==> src/rtl/serial_pkg.sv <==
// Shared types and elaboration-time helpers for the serial_spi master.
package serial_pkg;

   // Transfer sequencer states.
   typedef enum logic [1:0] {
      ST_IDLE     = 2'd0,
      ST_CS_SETUP = 2'd1,
      ST_SHIFT    = 2'd2,
      ST_CS_HOLD  = 2'd3
   } t_spi_state;

   // Main-clock cycles per serial half period, never less than one.
   function automatic int unsigned calc_half(input int unsigned main_hz,
                                             input int unsigned serial_hz);
      int unsigned q;
      q = main_hz / (2 * serial_hz);
      return (q < 1) ? 1 : q;
   endfunction

   // Width of a chip-select index; a single target still gets a 1-bit port.
   function automatic int cs_sel_width(input int num_cs);
      return (num_cs > 1) ? $clog2(num_cs) : 1;
   endfunction

endpackage

==> src/rtl/serial_tick_gen.sv <==
// Half-period tick generator: while in_run is high, out_tick fires once every
// HALF cycles; the counter sits at zero whenever in_run is low so the first
// tick of a run always comes exactly HALF cycles after it starts.
module serial_tick_gen
   import serial_pkg::*;
#(
   parameter int HALF = 1
) (
   input  logic in_clk,
   input  logic in_rst,
   input  logic in_run,
   output logic out_tick
);

   localparam int CW = (HALF > 1) ? $clog2(HALF) : 1;
   localparam logic [CW-1:0] LAST = CW'(HALF - 1);

   logic [CW-1:0] r_cnt;
   logic          w_at_last;

   assign w_at_last = (r_cnt == LAST);
   assign out_tick  = in_run && w_at_last;

   // Free-running modulo-HALF counter, cleared while not running.
   always_ff @(posedge in_clk or posedge in_rst) begin
      if (in_rst) begin
         r_cnt <= '0;
      end else if (!in_run || w_at_last) begin
         r_cnt <= '0;
      end else begin
         r_cnt <= r_cnt + 1'b1;
      end
   end

endmodule

==> src/rtl/serial_spi.sv <==
// SPI master: word-oriented, configurable mode, bit order and word length,
// with one-hot active-low chip selects and seamless back-to-back bursts.
//
// Handshake: out_ready high means Idle; a cycle with in_enable=1 while Idle
// starts a word using in_parallel/in_cs_sel of that cycle. out_next_word
// pulses at the last leading edge of each word; the user then has until the
// last trailing edge to present the next in_parallel and hold in_enable=1 to
// chain it, or drop in_enable to close the transfer. out_word_finished
// pulses in the cycle out_parallel takes the received word.
module serial_spi
   import serial_pkg::*;
#(
   parameter int   MAIN_CLK_HZ          = 50_000_000,
   parameter int   SERIAL_CLK_HZ        = 1_000_000,
   parameter int   BITS                 = 8,
   parameter logic LOWBIT_FIRST         = 1'b0,
   parameter logic CPOL                 = 1'b0,
   parameter logic CPHA                 = 1'b0,
   parameter int   NUM_CS               = 4,
   parameter logic SERIAL_DATA_INACTIVE = 1'b1
) (
   input  logic                            in_clk,
   input  logic                            in_rst,
   input  logic                            in_enable,
   input  logic [cs_sel_width(NUM_CS)-1:0] in_cs_sel,
   input  logic [BITS-1:0]                 in_parallel,
   output logic                            out_ready,
   output logic                            out_next_word,
   output logic                            out_word_finished,
   output logic [BITS-1:0]                 out_parallel,
   output logic                            out_clk,
   output logic                            out_serial,
   input  logic                            in_serial,
   output logic [NUM_CS-1:0]               out_cs_n,
   output t_spi_state                      out_state
);

   localparam int HALF = int'(calc_half(MAIN_CLK_HZ, SERIAL_CLK_HZ));
   localparam int SW   = cs_sel_width(NUM_CS);
   localparam int EW   = $clog2(2 * BITS);
   // Edge counter values of the final leading and trailing edge of a word.
   localparam logic [EW-1:0] LAST_LEAD = EW'(2 * BITS - 2);
   localparam logic [EW-1:0] LAST_EDGE = EW'(2 * BITS - 1);

   // Bit that goes on the wire first out of a shift register image.
   function automatic logic head_bit(input logic [BITS-1:0] w);
      return LOWBIT_FIRST ? w[0] : w[BITS-1];
   endfunction

   t_spi_state      r_state;
   t_spi_state      w_state_next;

   logic [BITS-1:0] r_tx;
   logic [BITS-1:0] r_rx;
   logic [BITS-1:0] r_parallel;
   logic [EW-1:0]   r_edge_cnt;
   logic            r_clk;
   logic            r_serial;
   logic [NUM_CS-1:0] r_cs_n;
   logic            r_next_word;
   logic            r_word_fin;

   logic            w_tick;
   logic            w_run;
   logic            w_load;
   logic            w_lead;
   logic            w_trail;
   logic            w_last_lead;
   logic            w_word_end;
   logic            w_hold_done;
   logic [SW-1:0]   w_sel;
   logic [BITS-1:0] w_tx_shifted;
   logic [BITS-1:0] w_rx_next;

   // The tick counter only runs while a transfer is in progress.
   assign w_run = (r_state != ST_IDLE);

   serial_tick_gen #(
      .HALF (HALF)
   ) u_tick_gen (
      .in_clk   (in_clk),
      .in_rst   (in_rst),
      .in_run   (w_run),
      .out_tick (w_tick)
   );

   // Out-of-range targets fall back to chip select 0.
   assign w_sel = (32'(in_cs_sel) >= 32'(NUM_CS)) ? '0 : in_cs_sel;

   // Transmit image after one bit has left, and receive image with the
   // current MISO bit shifted in; both honour the configured bit order.
   assign w_tx_shifted = LOWBIT_FIRST ? (r_tx >> 1) : (r_tx << 1);
   assign w_rx_next    = LOWBIT_FIRST ? {in_serial, r_rx[BITS-1:1]}
                                      : {r_rx[BITS-2:0], in_serial};

   // State register.
   always_ff @(posedge in_clk or posedge in_rst) begin
      if (in_rst) begin
         r_state <= ST_IDLE;
      end else begin
         r_state <= w_state_next;
      end
   end

   // Next-state logic and per-cycle edge decode.
   always_comb begin
      w_state_next = r_state;
      w_load       = 1'b0;
      w_lead       = 1'b0;
      w_trail      = 1'b0;
      w_last_lead  = 1'b0;
      w_word_end   = 1'b0;
      w_hold_done  = 1'b0;
      case (r_state)
         ST_IDLE: begin
            if (in_enable) begin
               w_load       = 1'b1;
               w_state_next = ST_CS_SETUP;
            end
         end
         ST_CS_SETUP: begin
            if (w_tick) begin
               w_state_next = ST_SHIFT;
            end
         end
         ST_SHIFT: begin
            if (w_tick) begin
               // Even count = odd-numbered tick = leading edge.
               if (!r_edge_cnt[0]) begin
                  w_lead      = 1'b1;
                  w_last_lead = (r_edge_cnt == LAST_LEAD);
               end else begin
                  w_trail = 1'b1;
                  if (r_edge_cnt == LAST_EDGE) begin
                     w_word_end   = 1'b1;
                     w_state_next = in_enable ? ST_SHIFT : ST_CS_HOLD;
                  end
               end
            end
         end
         ST_CS_HOLD: begin
            if (w_tick) begin
               w_hold_done  = 1'b1;
               w_state_next = ST_IDLE;
            end
         end
         default: begin
            w_state_next = ST_IDLE;
         end
      endcase
   end

   // Datapath: shift registers, serial clock, chip selects and pulses.
   always_ff @(posedge in_clk or posedge in_rst) begin
      if (in_rst) begin
         r_tx        <= '0;
         r_rx        <= '0;
         r_parallel  <= '0;
         r_edge_cnt  <= '0;
         r_clk       <= CPOL;
         r_serial    <= SERIAL_DATA_INACTIVE;
         r_cs_n      <= '1;
         r_next_word <= 1'b0;
         r_word_fin  <= 1'b0;
      end else begin
         r_next_word <= w_last_lead;
         r_word_fin  <= w_word_end;

         if (w_load) begin
            r_tx       <= in_parallel;
            r_edge_cnt <= '0;
            r_cs_n     <= ~(NUM_CS'(1) << w_sel);
            // Mode 0/2 slaves sample on the first edge, so the first bit
            // must already be on the wire during chip-select setup.
            if (!CPHA) begin
               r_serial <= head_bit(in_parallel);
            end
         end

         if (w_lead) begin
            r_clk      <= ~CPOL;
            r_edge_cnt <= r_edge_cnt + 1'b1;
            if (CPHA) begin
               r_serial <= head_bit(r_tx);
               r_tx     <= w_tx_shifted;
            end else begin
               r_rx <= w_rx_next;
            end
         end

         if (w_trail) begin
            r_clk <= CPOL;
            if (CPHA) begin
               r_rx <= w_rx_next;
            end
            if (w_word_end) begin
               r_edge_cnt <= '0;
               // In mode 1/3 the final bit is sampled on this very edge.
               r_parallel <= CPHA ? w_rx_next : r_rx;
               if (in_enable) begin
                  r_tx <= in_parallel;
                  if (!CPHA) begin
                     r_serial <= head_bit(in_parallel);
                  end
               end else begin
                  r_serial <= SERIAL_DATA_INACTIVE;
               end
            end else begin
               r_edge_cnt <= r_edge_cnt + 1'b1;
               if (!CPHA) begin
                  r_tx     <= w_tx_shifted;
                  r_serial <= head_bit(w_tx_shifted);
               end
            end
         end

         if (w_hold_done) begin
            r_cs_n <= '1;
         end
      end
   end

   assign out_ready         = (r_state == ST_IDLE);
   assign out_next_word     = r_next_word;
   assign out_word_finished = r_word_fin;
   assign out_parallel      = r_parallel;
   assign out_clk           = r_clk;
   assign out_serial        = r_serial;
   assign out_cs_n          = r_cs_n;
   assign out_state         = r_state;

endmodule

==> config.mk <==
export PLATFORM = sky130hd
export DESIGN_NAME = serial_spi
export DESIGN_NICKNAME = d
export VERILOG_FILES = /design/src/rtl/serial_pkg.sv /design/src/rtl/serial_tick_gen.sv /design/src/rtl/serial_spi.sv
export SDC_FILE = /design/constraint.sdc
export NUM_CORES = 1
export LEC_CHECK = 0
export CORE_UTILIZATION = 57
export DETAILED_ROUTE_END_ITERATION = 16
export PLACE_DENSITY_LB_ADDON = 0.05
export SYNTH_ARGS = -nofsm -noshare
export SYNTH_HDL_FRONTEND = slang
export SYNTH_HIERARCHICAL = 1
export SYNTH_SLANG_ARGS = --single-unit
==> constraint.sdc <==
create_clock -name in_clk -period 4.5 [get_ports in_clk]
set_input_delay 0.675 -clock in_clk [delete_from_list [all_inputs] [get_ports in_clk]]
set_output_delay 0.675 -clock in_clk [all_outputs]
set_load 0.1 [all_outputs]
==> run metrics <==
Max Cap Viol 0; cts hold-fix bufs 0; Least-Margin Pin Slew 0.971 ns; min Tclk post-route 3.10 ns; pre-CTS WS 1.80 ns; EDFF count, synth 0; Reg power frac 0.578; Row Count 21; Synth Net Count 202; Via density 5.94; GRT Residual Overflow 0; Worst EP required 3.83 ns; Max clock buf depth 2; Avg WL per Cell 15.5 um; via count 1545; CTS Buf Count 5; final-report hold violation count 0; num ports 33; overall power 0.000657 W; DP Cell Count 252; unrepaired setup endpoints after global routing no; sequential area share after synthesis 0.517; min-delay src out_parallel[1]; # fillers 246; Worst Hold Class reg2reg; ANT cells 0; sw power 0.000143 W; Worst path slowest cell clkdlybuf4s50_1; Leakage 1.15 nW; DP HPWL 2870 um; CTS tree built; Largest delay share family, worst path buffers and inverters; Sw Ratio 0.218; port bufs 32; PD cells 266 nW/um^2; CP cell instances inv_1, ha_1, clkdlybuf4s50_1; CTS Sinks 42; Routability Congestion 0.850; Core Region 3390 sq um; Avg Cell Area, Syn 11.4 sq um; Post-CTS Resized 0; Clock Latency Late Sink 0.34 ns; Worst Clk Skew 0.00582 ns; initial DRC count 143; Comb pwr share 0.057; Hold Path Sink out_parallel[1]; critical path launch point type flop; setup bufs post-CTS 0; antenna viol nets, final 0; first-pass GRT wire length 6460 um; Layout Cells excl Fill 260; worst r2r path cells 7; setup TNS 0 ns; Final nets 235; Post-Synthesis Cells 180; fin worst setup slack 1.40 ns; Max VDD drop 0.344 mV; Ys Warns 6; initial antenna violation count 0; mapped cell area 2050 sq um; die width 61.9 um; critical path arrival 2.43 ns; Area Growth Syn to Fin 20.6%; Slew Limit Fails 0; Worst Hold Depth 1; Crit path largest cell delay 1.19 ns; fmax 0.322 GHz; FF-to-FF Start out_state[0]; Clock power frac 0.365; CP Max Fanout 9; Die H 61.9 um; hold_ws 0.521 ns; Detailed Routing Iterations Pass 1 4; Residual DRC 0; worst path bufs/invs 2; Root Buffer clkbuf_4; pin count of the biggest net entering global routing 23; Slew Limit Headroom 0.350; Total Routing Usage GR 0.234; layout cells sized above 1 0.192; Cell Int Power 0.000514 W; H-tree Lvls 2; Routed WL 4030 um; Seq cells post-synth 42; ys flop type dfrtp_1; kind of critical path reg2out; async set-reset flop share out of synthesis 1.00; status finished, final reports clean; Clock transition at path regs 0.13 ns; die area 3830 sq um; CP Capture Type primary output; fin crit share 0.689; number of global-route vias before repair 1447; Initial Util 0.604; Final setup viols 0; internal reg-to-reg setup slack 2.10 ns; Distinct cells, synth 40
==> metrics by stage <==
stage                      util  cell area, sq um
after floorplan               -              2050
after global placement    0.705              2390
after detailed placement  0.705              2390
after CTS                 0.728              2470
after global routing      0.728              2470
final                     0.728              2470
==> Yosys cell counts (2+ instances only) <==
cell type | number | area, sq um
a21oi_1 | 5 | 25.0
buf_2 | 4 | 20.0
o211ai_1 | 2 | 15.0
nor2_1 | 6 | 22.5
o21ai_0 | 8 | 40.0
ha_1 | 8 | 100
nand3_1 | 18 | 90.1
nor3_1 | 2 | 10.0
nand2_1 | 7 | 26.3
o22ai_1 | 2 | 12.5
and4_2 | 3 | 30.0
nor3b_1 | 4 | 30.0
dfstp_2 | 5 | 131
mux2_2 | 17 | 191
inv_1 | 17 | 63.8
o221ai_1 | 7 | 61.3
dfrtp_1 | 37 | 926
and3_1 | 2 | 12.5
and3b_1 | 2 | 17.5
nand4_1 | 4 | 25.0
==> cell type report <==
class / count / area, sq um / area share
sequential: 42 / 1060 / 0.428
multi-input combinational: 114 / 883 / 0.358
timing repair buffer: 33 / 328 / 0.133
inverter: 17 / 63.8 / 0.0258
tap: 46 / 57.6 / 0.0233
clock buffer: 6 / 41.3 / 0.0167
clock inverter: 2 / 37.5 / 0.0152
==> cell families after synthesis <==
group	Yosys count	synth area share
buffers and inverters	24	0.0520
adder cells (fa/ha/maj)	8	0.0489
flip-flops	42	0.517
multiplexers	19	0.106
AO/OA/AOI/OAI	29	0.0947
XOR/XNOR	1	0.00428
AND/OR/NAND/NOR	57	0.178
==> power by group through the flow <==
stage	logic (W)	clock network, W	registers [W]
floorplan	0.0000166	0	0.000390
global placement	0.0000368	0	0.000387
detailed placement	0.0000380	0	0.000387
CTS	0.0000383	0.000244	0.000380
global route	0.0000414	0.000259	0.000380
finish	0.0000376	0.000240	0.000380
==> layout by cell type, fill, tap and decap left out, drive strengths merged, types with 2 or more instances in the layout <==
cell	instances
dfrtp	37
clkdlybuf4s50	32
nand3	19
mux2	18
inv	17
o21ai	8
ha	8
o221ai	7
nand2	7
nor2	7
clkbuf	6
a21oi	5
dfstp	5
nand4	4
nor3b	4
and4	3
and3	3
nor3	2
o211ai	2
o22ai	2
and3b	2
and2	2
nor4	2
==> layer usage <==
metal	GRT usage	share of wire	vias up
met5	0	0	-
li1	-	-	719
met4	0.111	0.019	0
met3	0.0455	0.046	11
met2	0.389	0.50	61
met1	0.296	0.43	754
==> worst max path at each step <==
stage / from / end / slack, ns / cells after the start
floorplan: out_state[0] / out_state[1] / 1.24 / 7
global placement: out_state[0] / out_ready / 1.84 / 3
detailed placement: out_state[0] / out_ready / 1.80 / 3
CTS: out_state[0] / out_ready / 1.39 / 3
global route: out_state[0] / out_ready / 1.31 / 3
finish: out_state[0] / out_ready / 1.40 / 3
==> worst register-to-register path, stage by stage (launching register included) <==
cell       delay [ns]
dfrtp_1          0.43
inv_1            0.12
ha_1             0.33
inv_1            0.17
and2_2           0.29
nand3_1          0.20
a2bb2oi_1        0.52
o221ai_1         0.19
(Power assumes the default switching activity.)
